--- config.mk ---
export PLATFORM = sky130hd
export DESIGN_NAME = three_bit_divider
export DESIGN_NICKNAME = d
export VERILOG_FILES = /design/src/rtl/div_defs_pkg.sv /design/src/rtl/div_step.sv /design/src/rtl/three_bit_divider.sv
export SDC_FILE = /design/constraint.sdc
export NUM_CORES = 1
export LEC_CHECK = 0
export ABC_AREA = 1
export CAP_MARGIN = 40
export CORE_MARGIN = 1
export CORE_UTILIZATION = 40
export DETAILED_ROUTE_END_ITERATION = 8
export DONT_BUFFER_PORTS = 1
export RECOVER_POWER = 25
export SLEW_MARGIN = 20
export SYNTH_ARGS = -nofsm -noshare
export SYNTH_HDL_FRONTEND = slang
export SYNTH_SLANG_ARGS = --single-unit
--- constraint.sdc ---
create_clock -name clk -period 1.9 [get_ports clk]
set_clock_uncertainty 0.1 [all_clocks]
set_input_delay 0.095 -clock clk [delete_from_list [all_inputs] [get_ports clk]]
set_output_delay 0.095 -clock clk [all_outputs]
set_load 0.01 [all_outputs]
--- src/rtl/div_defs_pkg.sv ---
// Shared definitions for the restoring divider: default width and FSM encoding.
package div_defs;

  localparam int unsigned DEF_W = 3;

  typedef enum logic [1:0] {
    IDLE = 2'd0,
    CALC = 2'd1,
    DONE = 2'd2
  } state_t;

endpackage

--- src/rtl/div_step.sv ---
// One restoring-division stage: shift the partial remainder left, bring in the
// next dividend bit, and subtract the divisor when it fits.
module div_step #(
  parameter int unsigned W = 3
) (
  input  logic [W:0]   rem,
  input  logic         msb,
  input  logic [W-1:0] b,
  output logic [W:0]   new_rem_c,
  output logic         q_bit_c
);

  localparam int unsigned SW = W + 2;

  logic [SW-1:0] shifted_c;
  logic [SW-1:0] divisor_c;
  logic [SW-1:0] diff_c;
  logic          fits_c;

  // Shift/compare/subtract; the extra top bit keeps the compare exact.
  always_comb begin
    shifted_c = {rem, msb};
    divisor_c = SW'(b);
    diff_c    = shifted_c - divisor_c;
    fits_c    = (shifted_c >= divisor_c);
    q_bit_c   = fits_c;
    new_rem_c = fits_c ? (W + 1)'(diff_c) : (W + 1)'(shifted_c);
  end

endmodule

--- src/rtl/three_bit_divider.sv ---
// Iterative unsigned restoring divider: one quotient bit per cycle, MSB first,
// with a fast path that reports divide-by-zero without iterating.
module three_bit_divider
  import div_defs::*;
#(
  parameter int unsigned W = DEF_W
) (
  input  logic         clk,
  input  logic         rst_n,
  input  logic         start,
  input  logic [W-1:0] a,
  input  logic [W-1:0] b,
  output logic [W-1:0] q,
  output logic [W-1:0] r,
  output logic         busy,
  output logic         done,
  output logic         dbz
);

  localparam int unsigned CW = $clog2(W + 1);
  localparam int unsigned RW = W + 1;

  state_t        state;
  logic [RW-1:0] rem;
  // Holds the dividend; quotient bits shift in from the bottom as it drains.
  logic [W-1:0]  dvd;
  logic [W-1:0]  dvs;
  logic [CW-1:0] cnt;
  logic          dbz_pend;

  logic [RW-1:0] step_rem_c;
  logic          step_qbit_c;

  // Single stage reused every CALC cycle.
  div_step #(
    .W(W)
  ) u_step (
    .rem       (rem),
    .msb       (dvd[W-1]),
    .b         (dvs),
    .new_rem_c (step_rem_c),
    .q_bit_c   (step_qbit_c)
  );

  // Control FSM, datapath registers and registered outputs.
  always_ff @(posedge clk or negedge rst_n) begin
    if (!rst_n) begin
      state    <= IDLE;
      rem      <= '0;
      dvd      <= '0;
      dvs      <= '0;
      cnt      <= '0;
      dbz_pend <= 1'b0;
      q        <= '0;
      r        <= '0;
      busy     <= 1'b0;
      done     <= 1'b0;
      dbz      <= 1'b0;
    end else begin
      done <= 1'b0;
      case (state)
        IDLE: begin
          if (start) begin
            dvs <= b;
            cnt <= '0;
            if (b == '0) begin
              // Divide-by-zero result is preloaded so DONE handles both paths alike.
              rem      <= RW'(a);
              dvd      <= '1;
              dbz_pend <= 1'b1;
              state    <= DONE;
            end else begin
              rem      <= '0;
              dvd      <= a;
              dbz_pend <= 1'b0;
              busy     <= 1'b1;
              state    <= CALC;
            end
          end
        end
        CALC: begin
          rem <= step_rem_c;
          dvd <= W'({dvd, step_qbit_c});
          if (cnt == CW'(W - 1)) begin
            cnt   <= '0;
            busy  <= 1'b0;
            state <= DONE;
          end else begin
            cnt <= cnt + CW'(1);
          end
        end
        DONE: begin
          done  <= 1'b1;
          q     <= dvd;
          r     <= rem[W-1:0];
          dbz   <= dbz_pend;
          state <= IDLE;
        end
        default: begin
          state <= IDLE;
        end
      endcase
    end
  end

endmodule

==> impl_results.md <==
- GRT overflow: 0
- CP Data Required Time: ~2.0 ns
- Post-route ant nets: 0
- Post-cts sizing count: 0
- Mapped Cells: between 100 and 150
- Relative slew slack: between 15 and 20%
- Most frequent cells in the layout: 29 x nand2_1, 24 x dfrtp_1, 17 x o21ai_1
- Final Hold Vio Count: 0
- Post-synth cell types: 24
- IO Count: 18
- GP Congestion: 0.8165
- Initial antenna violation count: 0
- Power Total: ~2.3 mW
- Crit. End Element: register
- PortBufs: 0
- Syn Std Cell Area: roughly 0.0012 mm^2
- Syn Nets: 149
- Core Util, Final: 48.45%
- Routed WL per cell: roughly 12 um
- Clk_lat worst skew: 0.31 ns
- Clock-pin transition on the worst setup and hold timing paths: between 0.1 and 0.15 ns
- Fraction of layout cells with a size suffix above 1: 13.51%
- Worst setup margin: just under 0.2 ns
- Pins Over Slew Limit: 0
- Min Tclk post-route: roughly 1.7 ns
- Fin area: about 0.0013 mm^2
- Mapped Avg Cell Area: 8.777 um^2
- Peak Freq: 586.8 MHz
- Root buf cell: clkbuf_4
- RSZ-0062 raised after global routing: false
- First-pass GRT wire length: about 4000 um
- Leak: approximately 0.64 nW
- Setup TNS Final: 0 ns
- Placement Cell Area: ~0.0012 mm^2
- Diode count: 0
- Initial Utilization: between 40% and 50%
- Hold_ws: 0.3786 ns
- Commonest non-fill, non-tap cell in the layout: nand2_1
- Die footprint: roughly 0.0032 mm^2
- Nets: about 160
- Max VDD drop: around 1.1 mV
- CP max FO: 4
- Final setup viols: 0
- Largest area contributor in the netlist: dfrtp_1
- Synth top area cells: dfrtp_1 50%, nand2_1 9.1%, o21ai_1 7.1%, inv_1 4.4%, ha_1 3.1%
- H-tree level count: 1
- Number of max-cap violations: 0
- DRC: 0
- Filler cells: ~270
- Largest net degree at the start of global routing: 25
- Hpwl dp: between 1500 and 2000 um
- Worst slew pin tran: between 1 and 1.5 ns
- Site Rows: 19
- Die height: around 57 um
- Tcrit/Tclk final: 89.69%
- Hold-fix buffers, CTS: 11
- CTS buffer count: 3
- Clock tree buffer depth: 2
- Pre-CTS setup slack: roughly 0.19 ns
- Finished Layout Cells: 179
- Worst setup SP type: register
- TritonCTS clock tree: yes
- Yosys warns: 0
- DP Cell Count: between 150 and 200
- CTS sink count: 24
- Drt first pass iters: 5
- Via count: between 900 and 1000
- Status: completed
- Area Overhead vs Synth: 12.89%
- Starting DRT DRC Count: 50
- CP Class: reg -> reg
- Synth top area share: 50.31%
- WL final: ~2200 um
- Vias in the first global route: 952
- Yosys reg bits: 24
- Area of the core: between 0.002 and 0.003 mm^2
- Vias/cell: 5.128
- CP Data Arrival Time: between 1.5 and 2 ns
- Register area share after synthesis: between 50% and 60%
- Setup bufs post-CTS: 0
- GRT Util Overall: between 15 and 20%
- Die Wd: about 57 um
- Power Dens Cells: approximately 1700 mW/mm^2
- Worst hold path type: reg -> reg
[cell type report]
cell class                      instances  area (um^2)  area share [%]
Multi-Input combinational cell         88        493.0           36.58
Timing Repair Buffer                   12        113.9           8.449
Clock buffer                            3        22.52           1.671
Tap cell                               31        38.79           2.878
Inverter                               21        78.83           5.850
Sequential cell                        24        600.6           44.57
[power by group]
group          internal, mW  switching (mW)  leakage [nW]
Sequential            0.745           0.188         0.299
Combinational         0.452           0.739         0.326
Clock                0.0740           0.139        0.0138
[critical path, cell delays in order (launching register included)]
cell and delay [ns]:
dfrtp_1 0.38, inv_1 0.12, ha_1 0.18, inv_1 0.05
fa_1 0.38, xnor2_1 0.16, nand2_1 0.07, o21ai_0 0.07
o21ai_1 0.07
[per-layer routing]
| layer | track usage [%] | routed length (um) | vias to the layer above |
|---|---|---|---|
| met1 | 20.33 | 1028 | 431 |
| met2 | 26.89 | 1092 | 24 |
| met5 | 0 | 0 | - |
| met4 | 3.484 | 12 | 0 |
| li1 | - | - | 461 |
| met3 | 4.608 | 90 | 2 |
[kinds of logic after synthesis]
group,count (synthesis),synth area share [%]
simple gates,52,20.86
compound gates,30,14.15
buf+inv,24,8.385
flops,24,50.31
fa+ha+maj,4,4.822
xor+xnor,2,1.468
[flip-flops by register name, summed over array words and instances, names as in the netlist]
| name | flops |
|---|---|
| busy | 1 |
| cnt | 2 |
| dbz | 1 |
| dbz_pend | 1 |
| done | 1 |
| dvd | 3 |
| dvs | 3 |
| q | 3 |
| r | 3 |
| rem | 4 |
| state | 2 |
[path summary, 6_finish.rpt]
kind                           to  slack, ns   start  cells past startpoint
hold reg to reg            cnt[0]       0.38  cnt[1]                      1
setup / recovery           rem[2]       0.20  dvd[2]                      8
setup reg to reg           rem[2]       0.20  dvd[2]                      8
min in group asynchronous    r[0]       0.48   rst_n                      2
hold / removal             cnt[0]       0.38  cnt[1]                      1
max in group asynchronous  dvd[0]       0.48   rst_n                      2
[synth_stat cells (all sizes together)]
| library cell | count |
|---|---|
| o211ai | 1 |
| inv | 20 |
| o31ai | 1 |
| xnor2 | 1 |
| a21oi | 5 |
| dfrtp | 24 |
| nand3 | 7 |
| ha | 3 |
| a41oi | 1 |
| nor3 | 1 |
| nand2 | 34 |
| fa | 1 |
| xor2 | 1 |
| a31oi | 2 |
| clkinv | 1 |
| o21ai | 20 |
| nor2 | 10 |
| buf | 3 |
(Power assumes the default switching activity.)
